**config.mk**
```make
export PLATFORM = sky130hd
export DESIGN_NAME = sync_period_monitor_n
export DESIGN_NICKNAME = d
export VERILOG_FILES = /design/src/rtl/sync_period_monitor_n.sv
export SDC_FILE = /design/constraint.sdc
export NUM_CORES = 1
export LEC_CHECK = 0
export ABC_AREA = 1
export CORE_UTILIZATION = 31
export CTS_CLUSTER_DIAMETER = 30
export CTS_CLUSTER_SIZE = 10
export DETAILED_ROUTE_END_ITERATION = 6
export PLACE_DENSITY_LB_ADDON = 0.12
export SYNTH_ARGS = -nofsm -noshare
export SYNTH_HDL_FRONTEND = slang
export SYNTH_SLANG_ARGS = --single-unit
```
**constraint.sdc**
```tcl
create_clock -name clk -period 11.5 [get_ports clk]
set_clock_uncertainty 0.15 [all_clocks]
set_input_delay 2.875 -clock clk [delete_from_list [all_inputs] [get_ports clk]]
set_output_delay 2.875 -clock clk [all_outputs]
set_load 0.005 [all_outputs]
```
**src/rtl/sync_period_monitor_n.sv**
```systemverilog
// rtl/sync_period_monitor_n.sv - multi-channel sync period monitor with qualified 1PPS and holdover
module sync_period_monitor_n #(
  parameter int NCH      = 3,
  parameter int W        = 32,
  parameter int FREQ_CLK = 48_000_000,
  parameter int DELTA    = 5000,
  parameter int LOCK_CNT = 3,
  parameter int PPS_W    = 30,
  parameter int RISE     = 1,
  localparam int SW      = (NCH > 1) ? $clog2(NCH) : 1
) (
  input  logic             clk,
  input  logic             rst,
  input  logic [NCH-1:0]   sync_in,
  input  logic [SW-1:0]    pps_sel,
  input  logic             clr,
  input  logic             force_pps,
  output logic [NCH*W-1:0] last_o,
  output logic [NCH*W-1:0] min_o,
  output logic [NCH*W-1:0] max_o,
  output logic [NCH-1:0]   valid_o,
  output logic [NCH-1:0]   timeout_o,
  output logic             locked_o,
  output logic             holdover_o,
  output logic             pps_o,
  output logic [W-1:0]     period_pps_o
);

  localparam logic [W-1:0] ONES    = '1;
  localparam logic [W-1:0] SAT_M1  = ONES - W'(1);
  localparam logic [W-1:0] P_HI    = W'(FREQ_CLK + DELTA);
  localparam logic [W-1:0] P_LO    = W'(FREQ_CLK - DELTA);
  localparam logic [W-1:0] GEN_MAX = W'(FREQ_CLK - 1);
  localparam logic [W-1:0] PPS_END = W'(PPS_W);

  // The good-period window must stay strictly below the saturation value,
  // otherwise a stalled counter could never be told apart from a long period.
  if ((64'(FREQ_CLK) + 64'(DELTA) >= (64'd1 << W) - 64'd1) ||
      (NCH < 1) || (NCH > 16) || (LOCK_CNT < 1) || (LOCK_CNT > 15) ||
      (PPS_W < 1) || (PPS_W >= FREQ_CLK)) begin : g_param_error
    $error("sync_period_monitor_n: illegal parameter combination");
  end

  typedef enum logic [1:0] {
    S_UNLOCK = 2'd0,
    S_ACQ    = 2'd1,
    S_LOCKED = 2'd2
  } state_t;

  // Per-channel input path and statistics
  logic [NCH-1:0] s1_q, s2_q, hist_q;
  logic [NCH-1:0] edge_ev, armed_q, sat, rec, valid_q, tout_q;
  logic [W-1:0]   cnt_q  [NCH];
  logic [W-1:0]   per    [NCH];
  logic [W-1:0]   last_q [NCH];
  logic [W-1:0]   min_q  [NCH];
  logic [W-1:0]   max_q  [NCH];

  // Lock FSM, selection and generator
  state_t         state_q, state_d;
  logic [3:0]     gcnt_q, gcnt_d;
  logic           hold_q, hold_d;
  logic [SW-1:0]  sel_q, sel_in, eff_sel;
  logic [W-1:0]   sel_cnt, sel_per;
  logic           sel_edge, sel_rec, in_win, good, bad, realign;
  logic [W-1:0]   gen_q, gen_d;
  logic           pps_q;

  assign edge_ev = (RISE != 0) ? (s2_q & ~hist_q) : (hist_q & ~s2_q);

  // Period candidate, saturation and "this edge records a period" per channel
  always_comb begin
    for (int k = 0; k < NCH; k++) begin
      sat[k] = (cnt_q[k] == ONES);
      per[k] = cnt_q[k] + W'(1);
      rec[k] = edge_ev[k] & armed_q[k] & ~sat[k] & ~clr;
    end
  end

  // Synchronisers, period counters, arming and statistics for every channel
  always_ff @(posedge clk) begin
    if (rst) begin
      s1_q    <= '0;
      s2_q    <= '0;
      hist_q  <= '0;
      armed_q <= '0;
      valid_q <= '0;
      tout_q  <= '0;
      for (int k = 0; k < NCH; k++) begin
        cnt_q[k]  <= '0;
        last_q[k] <= '0;
        min_q[k]  <= ONES;
        max_q[k]  <= '0;
      end
    end else begin
      s1_q   <= sync_in;
      s2_q   <= s1_q;
      hist_q <= s2_q;
      for (int k = 0; k < NCH; k++) begin
        if (edge_ev[k]) begin
          cnt_q[k] <= '0;
        end else if (!sat[k]) begin
          cnt_q[k] <= cnt_q[k] + W'(1);
        end

        // An edge always (re)arms, even when it coincides with clr.
        if (edge_ev[k]) begin
          armed_q[k] <= 1'b1;
        end else if (clr) begin
          armed_q[k] <= 1'b0;
        end

        if (clr || edge_ev[k]) begin
          tout_q[k] <= 1'b0;
        end else if (cnt_q[k] == SAT_M1) begin
          tout_q[k] <= 1'b1;
        end

        if (clr) begin
          last_q[k]  <= '0;
          min_q[k]   <= ONES;
          max_q[k]   <= '0;
          valid_q[k] <= 1'b0;
        end else if (rec[k]) begin
          last_q[k]  <= per[k];
          valid_q[k] <= 1'b1;
          if (per[k] < min_q[k]) begin
            min_q[k] <= per[k];
          end
          if (per[k] > max_q[k]) begin
            max_q[k] <= per[k];
          end
        end
      end
    end
  end

  // The selection follows pps_sel live while unlocked and is frozen otherwise
  assign sel_in  = (int'(pps_sel) < NCH) ? pps_sel : '0;
  assign eff_sel = (state_q == S_UNLOCK) ? sel_in : sel_q;

  assign sel_cnt  = cnt_q[eff_sel];
  assign sel_per  = per[eff_sel];
  assign sel_edge = edge_ev[eff_sel];
  assign sel_rec  = rec[eff_sel];
  assign in_win   = (sel_per >= P_LO) && (sel_per <= P_HI);
  assign good     = sel_rec & in_win;
  assign bad      = (sel_rec & ~in_win) | (~sel_edge & (sel_cnt > P_HI));

  // Lock FSM next state; realign whenever a good mark lands in (or enters) LOCKED
  always_comb begin
    state_d = state_q;
    gcnt_d  = gcnt_q;
    hold_d  = hold_q;
    realign = 1'b0;
    case (state_q)
      S_UNLOCK: begin
        if (good) begin
          gcnt_d = 4'd1;
          if (LOCK_CNT == 1) begin
            state_d = S_LOCKED;
            hold_d  = 1'b0;
          end else begin
            state_d = S_ACQ;
          end
        end
      end
      S_ACQ: begin
        if (bad) begin
          state_d = S_UNLOCK;
        end else if (good) begin
          gcnt_d = gcnt_q + 4'd1;
          if (int'(gcnt_q) + 1 >= LOCK_CNT) begin
            state_d = S_LOCKED;
            hold_d  = 1'b0;
          end
        end
      end
      S_LOCKED: begin
        if (bad) begin
          state_d = S_UNLOCK;
          hold_d  = 1'b1;
        end
      end
      default: begin
        state_d = S_UNLOCK;
      end
    endcase
    realign = good && (state_d == S_LOCKED);
  end

  // Lock FSM state register and latched channel selection
  always_ff @(posedge clk) begin
    if (rst) begin
      state_q <= S_UNLOCK;
      gcnt_q  <= '0;
      hold_q  <= 1'b0;
      sel_q   <= '0;
    end else begin
      state_q <= state_d;
      gcnt_q  <= gcnt_d;
      hold_q  <= hold_d;
      sel_q   <= eff_sel;
    end
  end

  // Generator next count: force and realignment restart, otherwise wrap at one second
  always_comb begin
    if (force_pps || realign) begin
      gen_d = '0;
    end else if (gen_q >= GEN_MAX) begin
      gen_d = '0;
    end else begin
      gen_d = gen_q + W'(1);
    end
  end

  // Generator counter and registered pulse
  always_ff @(posedge clk) begin
    if (rst) begin
      gen_q <= '0;
      pps_q <= 1'b0;
    end else begin
      gen_q <= gen_d;
      pps_q <= (gen_d < PPS_END);
    end
  end

  for (genvar k = 0; k < NCH; k++) begin : g_pack
    assign last_o[k*W +: W] = last_q[k];
    assign min_o[k*W +: W]  = min_q[k];
    assign max_o[k*W +: W]  = max_q[k];
  end

  assign valid_o      = valid_q;
  assign timeout_o    = tout_q;
  assign locked_o     = (state_q == S_LOCKED);
  assign holdover_o   = hold_q;
  assign pps_o        = pps_q;
  assign period_pps_o = last_q[eff_sel];

endmodule

```
==> flow_summary.json, run 1 <==
{
  "synth_compound_area_frac": 0.0584,
  "drtIter0Drc": 1780,
  "clkPwrFrac": 0.602,
  "worst_setup_path_start_kind": "primary input",
  "drc": 0,
  "num-nets-final": 3863,
  "r2r-end": "max_q[0][26]$_SDFFCE_PN0P_",
  "max_freq_mhz": 112,
  "gp_congestion": 0.905,
  "synth.distinct_cells": 61,
  "coreArea_mm2": 0.0840,
  "antenna_found_initial": 2,
  "final_area_mm2": 0.0353,
  "async_flop_share": 0,
  "wl_mm": 102,
  "whs_path_depth": 2,
  "syn_area_per_cell_um2": 8.14,
  "wl_per_cell_um": 20.9,
  "numCtsBuffers": 120,
  "die_h_um": 294,
  "synth_edf_count": 384,
  "post-route-util": 0.421,
  "clockBufferDepth": 3,
  "die_w_um": 294,
  "synthMuxAreaShare": 0,
  "mappedNetlistArea_mm2": 0.0264,
  "crit_slowest_cell": "buf_4",
  "placed_cells": 4674,
  "num_rows": 106,
  "r2r_cells": 17,
  "synthXorXnorAreaFrac": 0.00498,
  "clk_latency_ps": 680,
  "combinationalPowerShare": 0.070,
  "fin_setup_tns_ps": 0,
  "status": "completed",
  "power.switching_mw": 1.37,
  "tightestPinTransition_ps": 1050,
  "antenna_cells": 0,
  "hold_end": "s2_q[0]$_SDFF_PP0_",
  "synthFlopType": "edfxtp_1",
  "vias_per_cell": 4.82,
  "die-area_mm2": 0.0862,
  "h-tree-depth": 3,
  "synth.top_cells.by_count": "nand2_1, nor2_1, inv_1",
  "cap_violations": 0,
  "worstSetupStartpoint": "pps_sel[1]",
  "synth-adder-area-share": 0.0911,
  "grt_pass1_vias": 22800,
  "post_cts_buffers": 0,
  "drive_gt1_frac": 0.0791,
  "ys_top_cells_by_area": "edfxtp_1, nand2_1, ha_1, nor2_1, inv_1",
  "seqPwrFrac": 0.328,
  "hold_path_class": "flip-flop to flip-flop",
  "seq_area_frac_synth": 0.483,
  "cts_resized": 0,
  "synthSimpleGateAreaFrac": 0.278,
  "maxSlewViolCount": 0,
  "p_per_area_mw_per_mm2": 160,
  "dp_slack_ps": 2670,
  "io_buffers": 337,
  "grt_pass1_wl_mm": 149,
  "start_util": 0.314,
  "peakVddDrop_mv": 0.125,
  "yosysTopAreaCellShare": 0.437,
  "root_buffer": "clkbuf_16",
  "p_leak_nw": 15.1,
  "rsz0062_at_grt": "false",
  "fin_ws_ps": 2610,
  "clkTransAtPathRegs_ps": 50,
  "swShare": 0.242,
  "crit_chain": "clkdlybuf4s50_1, inv_1, nor2_1, nand2_1, nand2_2, buf_4, nor2_4, buf_4, nand2_1, nand3_1, clkdlybuf4s50_1",
  "drt.antenna.violating_nets": 0,
  "report.power.total_mw": 5.67,
  "postPlaceCellArea_mm2": 0.0312,
  "nFillCells": 8535,
  "min_from": "s1_q[0]$_SDFF_PP0_",
  "vias": 23600,
  "grt_max_degree": 67,
  "hold_ws_ps": 256,
  "r2r-start": "cnt_q[0][0]$_SDFFCE_PN0P_",
  "synth_top_family_by_area": "simple AND/OR/NAND/NOR gates",
  "setup_viol": 0,
  "required_ps": 8480,
  "crit_arrival_ps": 5870,
  "max_stage_delay_ps": 600,
  "cts_hold_buffers": 0,
  "synth_area_leader_cell": "edfxtp_1",
  "synth-seq-cells": 444,
  "area_delta_synth_final_pct": 34.0,
  "hold_violations": 0,
  "grt_use_total": 0.235,
  "instances_no_fill": 4900,
  "cts_tree": "done",
  "dr.pass1.iters": 6,
  "post-dp-hpwl_mm": 79.4,
  "cts.sinks": 444,
  "p_int_mw": 4.30,
  "end_kind": "output port",
  "period_needed_ps": 8890,
  "synth_warnings": 0,
  "fin_crit_sh": 0.773,
  "grt-ovfl-total": 0,
  "synth_most_common_cell": "nand2_1",
  "max_slew_margin": 0.294,
  "critical_path_peak_fanout": 58,
  "ioPinCount": 338,
  "reg2reg_slack_ps": 5420,
  "path_class": "primary input to output port",
  "syn_inst": 3237
}
## state kept, by name, indices dropped and copies added (netlist names)
signal,flops
pps_o,1
s1_q,3
holdover_o,1
min_q,96
gen_q,32
gcnt_q,4
hist_q,3
valid_o,3
armed_q,3
state_q,2
s2_q,3
last_q,96
cnt_q,96
timeout_o,3
max_q,96
sel_q,2
## cell type report
class                   count  area [um2]  share of cell area
clock buffers             145        3220              0.0912
clock inverters            81         945              0.0267
inverters                 511        1920              0.0543
multi-input cells        2213       11500               0.325
flip-flops and latches    444       12700               0.360
well taps                1134        1420              0.0402
repair buffers            372        3630               0.103
## power by group through the flow
stage / clock network, mW / logic (mW) / registers, mW
final: 3.41 / 0.396 / 1.86
after global routing: 3.54 / 0.436 / 1.87
after CTS: 3.45 / 0.399 / 1.86
after detailed placement: 0 / 0.397 / 1.89
after global placement: 0 / 0.396 / 1.89
after floorplan: 0 / 0.202 / 1.86
## cells in the final DEF (no fill, tap or decap), types with 17 or more instances in the layout
cell type and n:
nor3_1 35, clkbuf_16 123, o21ai_0 56, nand3b_1 17, nand4_1 34, nor4_1 31, edfxtp_1 384, nor2_1 562
dfxtp_1 60, clkdlybuf4s50_1 336, buf_4 35, clkinv_2 20, nor2_4 18, nand3_1 188, a21oi_1 93, nand2_1 819
inv_1 499, ha_1 192, nand2_2 25, clkinv_1 24, bufinv_16 17
## routing by layer
metal | track usage | vias up | routed length, um
li1 | - | 11500 | -
met1 | 0.320 | 11300 | 46500
met2 | 0.383 | 714 | 47500
met3 | 0.0400 | 134 | 5980
met4 | 0.0654 | 0 | 2490
met5 | 0 | - | 0
## critical path: cells and delay by family
kind | cells | cell delay, ps
buffers and inverters | 5 | 1950
AND/OR/NAND/NOR | 6 | 980
## cell families after synthesis
family / Yosys count
XOR/XNOR: 15
buffers and inverters: 585
other: 1
flip-flops: 444
adder cells (fa/ha/maj): 192
AO/OA/AOI/OAI: 251
AND/OR/NAND/NOR: 1749
## worst max-delay path by stage
stage / endpoint / cells after the start / slack [ps]
after global placement: period_pps_o[27] / 11 / 2710
final: period_pps_o[27] / 11 / 2610
after floorplan: period_pps_o[10] / 10 / 4280
after CTS: period_pps_o[27] / 10 / 2660
after global routing: period_pps_o[27] / 10 / 2470
after detailed placement: period_pps_o[27] / 10 / 2670
Power figures use the tool's default switching activity.
==> run 2, diff against run 1 <==
==> constraint.sdc (replaced) <==
create_clock -name clk -period 9.1 [get_ports clk]
set_clock_uncertainty 0.15 [all_clocks]
set_input_delay 2.275 -clock clk [delete_from_list [all_inputs] [get_ports clk]]
set_output_delay 2.275 -clock clk [all_outputs]
set_load 0.005 [all_outputs]
==> run 2 against run 1 <==
Setup slack got worse by 1100 ps. Sequential share of layout area fell by 0.34 points. Register-to-register slack got worse by 1700 ps. Flip-flop and latch count unchanged. Via count up 0.12%. Utilization rose by 0.40 points. Die area unchanged. Non-clock buffer count increased by 1. Clock power grew 35%. Count of clock-buffer cells in the layout grew 11. Global-route usage decreased by 0.058 points. Design area grew 0.95%. Largest power group unchanged. Highest routed layer is now met5.
==> flow_summary.json, run 2 (same netlist as run 1, synthesis figures left out) <==
{
  "crit_arrival_ps": 5150,
  "p_int_mw": 5.68,
  "period_needed_ps": 7580,
  "clockBufferDepth": 3,
  "path_class": "primary input to output port",
  "drc": 0,
  "post-dp-hpwl_mm": 80.1,
  "grt-ovfl-total": 0,
  "seqPwrFrac": 0.315,
  "cts_resized": 0,
  "fin_setup_tns_ps": 0,
  "max_stage_delay_ps": 580,
  "grt_use_total": 0.234,
  "swShare": 0.238,
  "antenna_cells": 0,
  "wl_per_cell_um": 20.8,
  "fin_ws_ps": 1520,
  "wl_mm": 102,
  "hold_violations": 0,
  "grt_pass1_wl_mm": 148,
  "hold_path_class": "flip-flop to flip-flop",
  "p_leak_nw": 15.2,
  "path_delay_family": "buffers and inverters",
  "wl_met1_mm": 47.4,
  "worst_setup_path_start_kind": "primary input",
  "start_util": 0.314,
  "numCtsBuffers": 130,
  "tightestPinTransition_ps": 964,
  "setup_viol": 0,
  "dr_wl_met3_mm": 5.27,
  "cap_violations": 0,
  "drtIter0Drc": 1830,
  "root_buffer": "clkbuf_16",
  "max_freq_mhz": 132,
  "die_h_um": 294,
  "cts_hold_buffers": 0,
  "h-tree-depth": 4,
  "vias": 23600,
  "gp_congestion": 0.909,
  "maxSlewViolCount": 0,
  "fin_crit_sh": 0.833,
  "route.met2.wl_mm": 47.6,
  "path_buf_inv": 6,
  "report.power.total_mw": 7.46,
  "end_kind": "output port",
  "power.switching_mw": 1.77,
  "peakVddDrop_mv": 0.160,
  "cpMostUsedCell": "nand2_1",
  "grt_max_degree": 48,
  "layout_common_cells": "nand2_1, nor2_1, inv_1",
  "required_ps": 6680,
  "dr.pass1.iters": 6,
  "drive_gt1_frac": 0.0833,
  "crit_chain": "clkdlybuf4s50_1, inv_1, nand2_1, nand2_1, nand2_1, buf_4, inv_2, nor2_4, buf_12, nand2_1, nand3_1, clkdlybuf4s50_1",
  "postPlaceCellArea_mm2": 0.0312,
  "ioPinCount": 338,
  "rsz0062_at_grt": "false",
  "num-nets-final": 3874,
  "multiInputGateArea_mm2": 0.0115,
  "max_slew_margin": 0.349,
  "clkTransAtPathRegs_ps": 40,
  "dp_slack_ps": 1530,
  "num_rows": 106,
  "grt_pass1_vias": 22700,
  "highest_layer": "met5",
  "nFillCells": 8428,
  "coreArea_mm2": 0.0840,
  "cts_tree": "done",
  "critical_path_peak_fanout": 37,
  "clkPwrFrac": 0.618,
  "clk_latency_ps": 700,
  "seq_area_mm2": 0.0127,
  "combinationalPowerShare": 0.067,
  "io_buffers": 337,
  "drt.antenna.violating_nets": 0,
  "post_cts_buffers": 0,
  "cts.sinks": 444,
  "hold_ws_ps": 259,
  "area_delta_synth_final_pct": 35.3,
  "p_per_area_mw_per_mm2": 209,
  "status": "completed",
  "vias_per_cell": 4.81,
  "final_common_cell": "nand2_1",
  "die_w_um": 294,
  "crit_slowest_cell": "nor2_4",
  "final_area_mm2": 0.0357,
  "die-area_mm2": 0.0862,
  "antenna_found_initial": 3
}
-- run 2: changes by cell type in the layout (fill, tap and decap cells not counted), moves of 2 or more --
cell and delta:
clkinv_4 +2, clkbuf_16 +13, clkbuf_1 +4, inv_16 -2, buf_12 +2, inv_6 +11, clkbuf_8 -6, clkinv_2 -2
clkinv_1 -8
-- run 2: worst min-delay path: stages, from the launching register on --
cell	delay [ps]
dfxtp_1	290
inv_1	40
nor2_1	30
-- run 2: layout make-up --
type,count,share of cell area
Clock buffer,156,0.0975
Sequential cell,444,0.357
Tap cell,1134,0.0398
Multi-Input combinational cell,2213,0.321
Timing Repair Buffer,373,0.103
Inverter,511,0.0538
Clock inverter,83,0.0279
-- run 2: metal layers --
| metal | GRT usage | vias up |
|---|---|---|
| li1 | - | 11500 |
| met1 | 0.321 | 11300 |
| met2 | 0.380 | 730 |
| met3 | 0.0378 | 118 |
| met4 | 0.0676 | 2 |
| met5 | 0 | - |
-- run 2: power by group through the flow --
stage          Combinational [mW]  Sequential, mW  Clock, mW
2_1_floorplan               0.255            2.35          0
3_3_place_gp                0.499            2.39          0
3_5_place_dp                0.500            2.39          0
4_1_cts                     0.502            2.35       4.67
5_1_grt                     0.548            2.36       4.78
6_report                    0.498            2.35       4.61
-- run 2: path summary, 6_finish.rpt --
check             slack [ps]                       from                    endpoint  cells past startpoint
setup / recovery        1520                 pps_sel[1]            period_pps_o[15]                     12
hold / removal           260         s1_q[0]$_SDFF_PP0_          s2_q[0]$_SDFF_PP0_                      2
setup reg to reg        3760  cnt_q[0][0]$_SDFFCE_PN0P_  max_q[0][14]$_SDFFCE_PN0P_                     16
hold reg to reg          260         s1_q[0]$_SDFF_PP0_          s2_q[0]$_SDFF_PP0_                      2
-- run 2: stage by stage --
step                utilization  std cells
floorplan                     -       3242
global route              0.425       4914
global placement          0.372       4675
detailed placement        0.372       4675
finish                    0.425       4914
CTS                       0.425       4914
